`src/rtl/fetch_prefetch_unit.sv`:
```
`default_nettype none
// ============================================================================
// Module  : fetch_prefetch_unit
// Purpose : Instruction-fetch front end with a DEPTH-entry prefetch queue.
//           It sits between instruction memory and decode. It decouples a
//           variable-latency memory (request held until a one-cycle valid
//           strobe) from decode stalls. It supports branch redirect (flush)
//           with stale-response discard, halt, and a delivered-instruction
//           counter.
// Ports   : clk, reset_n             - clock, asynchronous active-low reset
//           i_readM, i_address       - memory read request / address
//           i_data, i_data_valid     - memory read response
//           halt                     - stop issuing new requests
//           flush, flush_target      - redirect the fetch PC, drop queued work
//           inst_ready               - decode accepts the head entry
//           inst_valid, inst, inst_pc- head entry of the prefetch queue
//           occupancy                - number of queued entries
//           delivered_count          - pops since reset (wraps)
// Revision: 1.0 - initial release
// ============================================================================
module fetch_prefetch_unit #(
    parameter int                   WORD_SIZE = 16,
    parameter int                   DEPTH     = 4,
    parameter logic [WORD_SIZE-1:0] RESET_PC  = '0
) (
    input  logic                         clk,
    input  logic                         reset_n,
    output logic                         i_readM,
    output logic [WORD_SIZE-1:0]         i_address,
    input  logic [WORD_SIZE-1:0]         i_data,
    input  logic                         i_data_valid,
    input  logic                         halt,
    input  logic                         flush,
    input  logic [WORD_SIZE-1:0]         flush_target,
    input  logic                         inst_ready,
    output logic                         inst_valid,
    output logic [WORD_SIZE-1:0]         inst,
    output logic [WORD_SIZE-1:0]         inst_pc,
    output logic [$clog2(DEPTH+1)-1:0]   occupancy,
    output logic [WORD_SIZE-1:0]         delivered_count
);

    localparam int                PTR_W   = $clog2(DEPTH);
    localparam int                OCC_W   = $clog2(DEPTH+1);
    localparam logic [OCC_W-1:0]  c_depth = OCC_W'(DEPTH);

    typedef enum logic [1:0] {
        S_IDLE    = 2'd0,
        S_WAIT    = 2'd1,
        S_DISCARD = 2'd2
    } state_t;

    state_t                 r_state;
    logic [WORD_SIZE-1:0]   r_fetch_pc;
    logic [WORD_SIZE-1:0]   r_req_addr;
    logic [PTR_W-1:0]       r_wr_ptr;
    logic [PTR_W-1:0]       r_rd_ptr;
    logic [OCC_W-1:0]       r_count;
    logic [WORD_SIZE-1:0]   r_delivered;
    logic [WORD_SIZE-1:0]   r_q_inst [DEPTH];
    logic [WORD_SIZE-1:0]   r_q_pc   [DEPTH];

    logic                   w_pop;
    logic                   w_push;
    logic [OCC_W-1:0]       w_occ_next;
    logic                   w_issue_ok;

    // A new request is only issued when the queue will still have a free
    // slot after this cycle's push/pop; that slot is reserved for the
    // response, so the queue can never overflow.
    always_comb begin
        w_pop      = (r_count != '0) && inst_ready && !flush;
        w_push     = (r_state == S_WAIT) && i_data_valid && !flush;
        w_occ_next = r_count + OCC_W'(w_push) - OCC_W'(w_pop);
        w_issue_ok = !halt && (w_occ_next < c_depth);
    end

    always_ff @(posedge clk or negedge reset_n) begin
        if (!reset_n) begin
            r_state     <= S_IDLE;
            r_fetch_pc  <= RESET_PC;
            r_req_addr  <= RESET_PC;
            r_wr_ptr    <= '0;
            r_rd_ptr    <= '0;
            r_count     <= '0;
            r_delivered <= '0;
        end else if (flush) begin
            r_wr_ptr   <= '0;
            r_rd_ptr   <= '0;
            r_count    <= '0;
            r_fetch_pc <= flush_target;
            // An outstanding request whose response has not yet arrived must
            // be drained; r_req_addr keeps the old address so the memory sees
            // a stable request until it answers.
            if ((r_state == S_WAIT || r_state == S_DISCARD) && !i_data_valid) begin
                r_state <= S_DISCARD;
            end else begin
                r_state <= S_IDLE;
            end
        end else begin
            if (w_push) begin
                r_wr_ptr <= r_wr_ptr + PTR_W'(1);
            end
            if (w_pop) begin
                r_rd_ptr    <= r_rd_ptr + PTR_W'(1);
                r_delivered <= r_delivered + WORD_SIZE'(1);
            end
            r_count <= w_occ_next;

            case (r_state)
                S_IDLE: begin
                    if (w_issue_ok) begin
                        r_state    <= S_WAIT;
                        r_req_addr <= r_fetch_pc;
                    end
                end
                S_WAIT: begin
                    if (i_data_valid) begin
                        r_fetch_pc <= r_fetch_pc + WORD_SIZE'(1);
                        if (w_issue_ok) begin
                            // Back-to-back: next address presented next cycle.
                            r_req_addr <= r_fetch_pc + WORD_SIZE'(1);
                        end else begin
                            r_state <= S_IDLE;
                        end
                    end
                end
                S_DISCARD: begin
                    if (i_data_valid) begin
                        r_state <= S_IDLE;
                    end
                end
                default: r_state <= S_IDLE;
            endcase
        end
    end

    // Queue storage needs no reset: entries are only observable while valid.
    always_ff @(posedge clk) begin
        if (w_push) begin
            r_q_inst[r_wr_ptr] <= i_data;
            r_q_pc[r_wr_ptr]   <= r_fetch_pc;
        end
    end

    assign i_readM         = (r_state != S_IDLE);
    assign i_address       = r_req_addr;
    assign inst_valid      = (r_count != '0);
    assign inst            = inst_valid ? r_q_inst[r_rd_ptr] : '0;
    assign inst_pc         = inst_valid ? r_q_pc[r_rd_ptr] : '0;
    assign occupancy       = r_count;
    assign delivered_count = r_delivered;

endmodule
`default_nettype wire

```
`config.mk`:
```
export PLATFORM = sky130hd
export DESIGN_NAME = fetch_prefetch_unit
export DESIGN_NICKNAME = d
export VERILOG_FILES = /design/src/rtl/fetch_prefetch_unit.sv
export SDC_FILE = /design/constraint.sdc
export NUM_CORES = 1
export LEC_CHECK = 0
export ABC_AREA = 1
export CORE_MARGIN = 1.5
export CORE_UTILIZATION = 50
export DETAILED_ROUTE_END_ITERATION = 7
export GPL_TIMING_DRIVEN = 0
export PLACE_DENSITY = 0.73
export SLEW_MARGIN = 5
export SYNTH_ARGS = -nofsm -noshare
export SYNTH_HDL_FRONTEND = slang
export SYNTH_SLANG_ARGS = --single-unit
```
`constraint.sdc`:
```
create_clock -name clk -period 3.4 [get_ports clk]
set_input_delay 1.02 -clock clk [delete_from_list [all_inputs] [get_ports clk]]
set_output_delay 1.02 -clock clk [all_outputs]
set_load 0.03 [all_outputs]
```
==> After elaboration in Yosys (flattened, before gate mapping) <==
Memory sizes are Yosys's and may differ from the RTL's.
Cells that the tools add are included.
{ "word_totals": {"ff_bits": 57, "latchBits": 0, "mem_bits_rw": 128, "romBits": 0, "inputBits": 38, "output_inout_bits": 69, "elab_cells": 71, "memories": 2} }
{ "op_classes": {"n_addsub": 6, "multipliers": 0, "n_div": 0, "n_lt_le_gt_ge": 1, "eq_ne": 9, "shift": 0, "muxes": 23, "bitwise": 1, "reduce_logical": 22} }
{ "memory_table": {"columns": ["memory", "depth", "word_bits", "rd", "rd_clocked_by_memory_dff", "write_ports", "line", "text"], "rows": [
  ["r_q_inst", 4, 16, 1, 0, 1, "60", "logic [WORD_SIZE-1:0] r_q_inst [DEPTH];"],
  ["r_q_pc", 4, 16, 1, 0, 1, "61", "logic [WORD_SIZE-1:0] r_q_pc [DEPTH];"]
]} }
{ "op_table": {"columns": ["operator", "n"], "rows": [
  ["$mux 16", 8],
  ["$add 16x1->16 const B", 2],
  ["$pmux 16 s2", 1],
  ["$mux 2", 10],
  ["$ne 3x3->1 const B", 4],
  ["$reduce_bool 2->1", 6],
  ["$logic_and 1x1->1", 6],
  ["$ne 2x2->1 const B", 3],
  ["$pmux 2 s3", 1],
  ["$reduce_and 5->1", 1],
  ["$add 2x1->2 const B", 2],
  ["$reduce_and 2->1", 2],
  ["$reduce_and 4->1", 1],
  ["$add 3x1->3", 1],
  ["$logic_not 1->1", 3],
  ["$lt 3x3->1 const B", 1],
  ["$mux 3", 1],
  ["$reduce_bool 3->1", 1],
  ["$sub 3x1->3", 1],
  ["$eq 2x1->1 const B", 1],
  ["$eq 2x2->1 const B", 1],
  ["$logic_not 2->1", 1],
  ["$mux 1", 2],
  ["$logic_or 1x1->1", 1],
  ["$not 1->1", 1]
]} }

==> Logic depth before layout (Yosys ltp) <==
{ "logic_depth": {"ltp_word": 11, "mapped_depth": 23, "ltp_nobuf": 21} }

==> Worst setup path before layout <==
OpenSTA, ideal clock, no wires.
{ "synth_path": {"kind": "input to register", "startpoint": "input port inst_ready", "endpoint": "register r_req_addr[10] (netlist: i_address[10])", "setup_ps": 117, "arrival_time_ps": 3292, "required_time_ps": 3283, "slack_ps": -9, "cell_stages": 21, "path_buffers": 2, "cell_sequence": "inv_1 nor2_2 nand2_2 inv_2 buf_2 ha_1 inv_1 ha_1 inv_1 fa_1 inv_1 nand2_1 nand2_1 nand2_1 nand2_2 nand3_1 nand2_1 nand3_2 buf_4 nand2_1 nand2_1"} }
{ "synth_via": {"elab_chain_len": 7, "elab_cells_between_ends": 8, "cone_classes": "1 x add/sub; 1 x order compare; 2 x eq/ne; 4 x reduce/logical"} }
{ "synth_rtl": {"columns": ["element", "line", "text"], "rows": [
  ["start: declaration", "35", "input logic inst_ready,"],
  ["$logic_and 1x1->1 * (2 in series)", "72", "w_pop = (r_count != '0) && inst_ready && !flush;"],
  ["$sub 3x1->3 *", "74", "w_occ_next = r_count + OCC_W'(w_push) - OCC_W'(w_pop);"],
  ["$lt 3x3->1 *", "75", "w_issue_ok = !halt && (w_occ_next < c_depth);"],
  ["$logic_and 1x1->1 *", "75", null],
  ["$ne 2x2->1 (no line)", null, null],
  ["$reduce_and 5->1 (no line) *", null, null],
  ["end signal: assignment", "114", "r_req_addr <= r_fetch_pc;"],
  ["end signal: assignment", "122", "r_req_addr <= r_fetch_pc + WORD_SIZE'(1);"],
  ["end: declaration", "55", "logic [WORD_SIZE-1:0] r_req_addr;"]
]} }
Mark *: on every way between the ends. The rest lies on a longest branch, timed or not.
A chain may end at the register's enable or synchronous reset.

==> Worst setup path after layout <==
{ "layout_path": {"startpoint": "register r_rd_ptr[0]", "endpoint": "output port inst_pc[9]"} }
{ "layout_via": {"elab_chain_len": 2} }
{ "layout_rtl": {"columns": ["element", "line", "text"], "rows": [
  ["start: declaration", "57", "logic [PTR_W-1:0] r_rd_ptr;"],
  ["start signal: assignment", "105", "r_rd_ptr <= r_rd_ptr + PTR_W'(1);"],
  ["$mem_v2 4x16", null, null],
  ["$mux 16", "150", "assign inst_pc = inst_valid ? r_q_pc[r_rd_ptr] : '0;"],
  ["end: declaration", "38", "output logic [WORD_SIZE-1:0] inst_pc,"]
]} }
Every way passes these cells.

==> flow_summary.ini <==
[outcome]
outcome = complete, no violations

[die]
die_h_um = 131
die_w_um = 131
start_util_pct = 51.4
ios = 107
design.die.area_um2 = 17200
core.rowCount = 46
core_area_um2 = 16000

[pwr]
power_per_cell_area_nw_per_um2 = 805
vdd_drop_max_v = 0.000623
p_leak_uw = 0.00435

[clocking]
cts_htree_levels = 4
clock_sinks = 185
cts_hold_buf = 0
path_clk_slew_ns = 0.07
cts_tree = built
cts_root_buf = clkbuf_16
clk_latency_ns = 0.43
cts_buffers = 17
clockBufferDepth = 2

[grt]
grt_overflow = 0
grt_use_total_pct = 22.7
grt_max_degree = 32
antenna_found_initial = 0
first_global_vias = 5935
grt_pass1_wl_um = 30400

[route]
drc = 0
routed_via_density = 5.14
drt-pass1-iter-count = 5
postRouteAntennaNets = 0
drtIter0Drc = 534
drt-wirelength-per-cell_um = 16.0
num_vias = 6178
drt_wl_total_um = 19200

[setup_path]
cp.arrival_ns = 2.29
cp-start-kind = register
r2r-start = r_state[1]
end_kind = output pin
rrSetupSlack_ns = 0.23
worstPathRequired_ns = 2.38
worstSetupStartpoint = r_rd_ptr[0]
cp_max_fo = 10
critPathKind = reg2out

[final_layout]
antenna_cells = 0
finish.utilization_pct = 66.0
syn2layout_area_growth_pct = 28.3
nets = 1024
final_cell_mix = nand2_1, nor2_1, edfxtp_1
n_fill_cell = 1282
layout_commonest_cell = nand2_1
design_area_um2 = 10600
drive_gt1_share_pct = 10.8

[place]
placement.cell_area_um2 = 9710
place.gp.congestion = 0.845
dp_hpwl_um = 12800
io_buffers = 106

[logic_synthesis]
synth_top_area_share_pct = 46.7
synth.net_count = 876
synth.largest_area_cell = edfxtp_1
syn_area_per_cell_um2 = 9.96
yosysUniqueCellTypes = 31
synth_ff_type = edfxtp_1
synth_edf_count = 128
synth-seq-cells = 185
yosysWarningCount = 0
synth_area_um2 = 8230
synth-async-reset-ratio_pct = 30.8
synth-seq-area-share_pct = 64.0
synth_area_leaders = edfxtp_1, dfrtp_1, nand2_1, nor2_1, o21ai_0
synthCells = 826

[run]
maxCapViolations = 0

[sta]
worst_slew_pin_slew_ns = 0.644
fmax_mhz = 303
max-slew-margin-rel_pct = 57.0
finalCritPeriodShare_pct = 97.2
final-hold-violation-count = 0
slew_violations = 0
whs_ns = 0.482
tns_ns = 0
finalClockSkew_ns = 0.00710
period_minus_slack_ns = 3.31
finalSetupViolations = 0

[worst_hold_path]
hp-start = i_address[2]
holdCritPathClass = reg2reg
## flip-flops by register name, summed over array words and instances (netlist names)
name,cells
delivered_count,16
i_address,16
occupancy,3
r_fetch_pc,16
r_q_inst,64
r_q_pc,64
r_rd_ptr,2
r_state,2
r_wr_ptr,2
## per-stage QoR
stage / power (uW) / setup WS [ns] / std cells
after CTS: 8420 / 0.0225 / 1194
after global routing: 8900 / -0.00974 / 1203
final: 8490 / 0.0945 / 1203
after global placement: 6240 / -1.66 / 1148
after detailed placement: 6280 / -1.03 / 1153
after floorplan: 4940 / 0.0316 / 826
## cell usage after synthesis, types with 2 or more instances
cell	number
ha_1	11
o21ai_0	57
buf_2	9
xor2_1	15
nor2_1	167
o21ai_1	27
a21oi_1	33
dfrtp_1	57
inv_1	48
nand4_1	5
nor3_1	2
nor2_2	3
nand3_1	33
nand2_2	3
edfxtp_1	128
nand2_4	2
o211ai_1	12
nand2_1	174
clkinv_1	2
inv_2	3
clkbuf_1	21
xnor2_1	5
## layer usage
layer  track usage, %  wire length, um  part of all wire [%]  vias to the layer above
li1                 -                -                     -                     3054
met1             30.3             8640                    45                     2880
met2             37.5             9180                    48                      212
met3             3.55             1020                   5.3                       32
met4             8.64              393                   2.0                        0
met5                0                0                     0                        -
## repair_timing
action	4_1_cts	5_1_grt
buffers inserted	8	10
setup endpoints to repair	51	24
pin swaps	6	7
gates resized for setup	59	18
gates cloned	1	0
## critical path: stages (launching register included)
cell and delay [ns]:
dfrtp_1 0.41, buf_2 0.27, buf_2 0.29, nor2_1 0.08
nor2_1 0.08, o21ai_0 0.09, a21oi_1 0.22, dlygate4sd2_1 0.42
## cell type report
cell class	instances	area (um2)	area share, %
timing repair buffer	130	1310	12.4
sequential	185	5270	49.9
tap	216	270	2.56
clock inverter	11	195	1.85
inverter	53	210	1.99
buffer	32	161	1.53
multi-input combinational	555	2690	25.4
clock buffer	21	460	4.36
## final timing paths
check / end / cells after the start
worst min register to register: i_address[2] / 2
max in group asynchronous: occupancy[0] / 2
worst max-delay path: inst_pc[9] / 7
min in group asynchronous: i_address[1] / 1
worst max register to register: i_address[9] / 23
worst min-delay path: i_address[2] / 2
## power breakdown
group | internal, uW | total (uW) | switching (uW)
combinational | 1210 | 3400 | 2190
sequential | 2690 | 2940 | 252
clock | 1340 | 2150 | 809
total | 5240 | 8490 | 3250
## cell families (layout without fill, tap and decap cells)
| logic type | after synthesis | after routing | share of synthesized area [%] |
|---|---|---|---|
| AO/OA/AOI/OAI | 131 | 131 | 8.38 |
| adder cells (fa/ha/maj) | 12 | 12 | 1.92 |
| buffers and inverters | 86 | 247 | 4.20 |
| flip-flops | 185 | 185 | 64.0 |
| XOR/XNOR | 20 | 20 | 2.13 |
| AND/OR/NAND/NOR | 392 | 392 | 19.4 |
(Power assumes the default switching activity.)
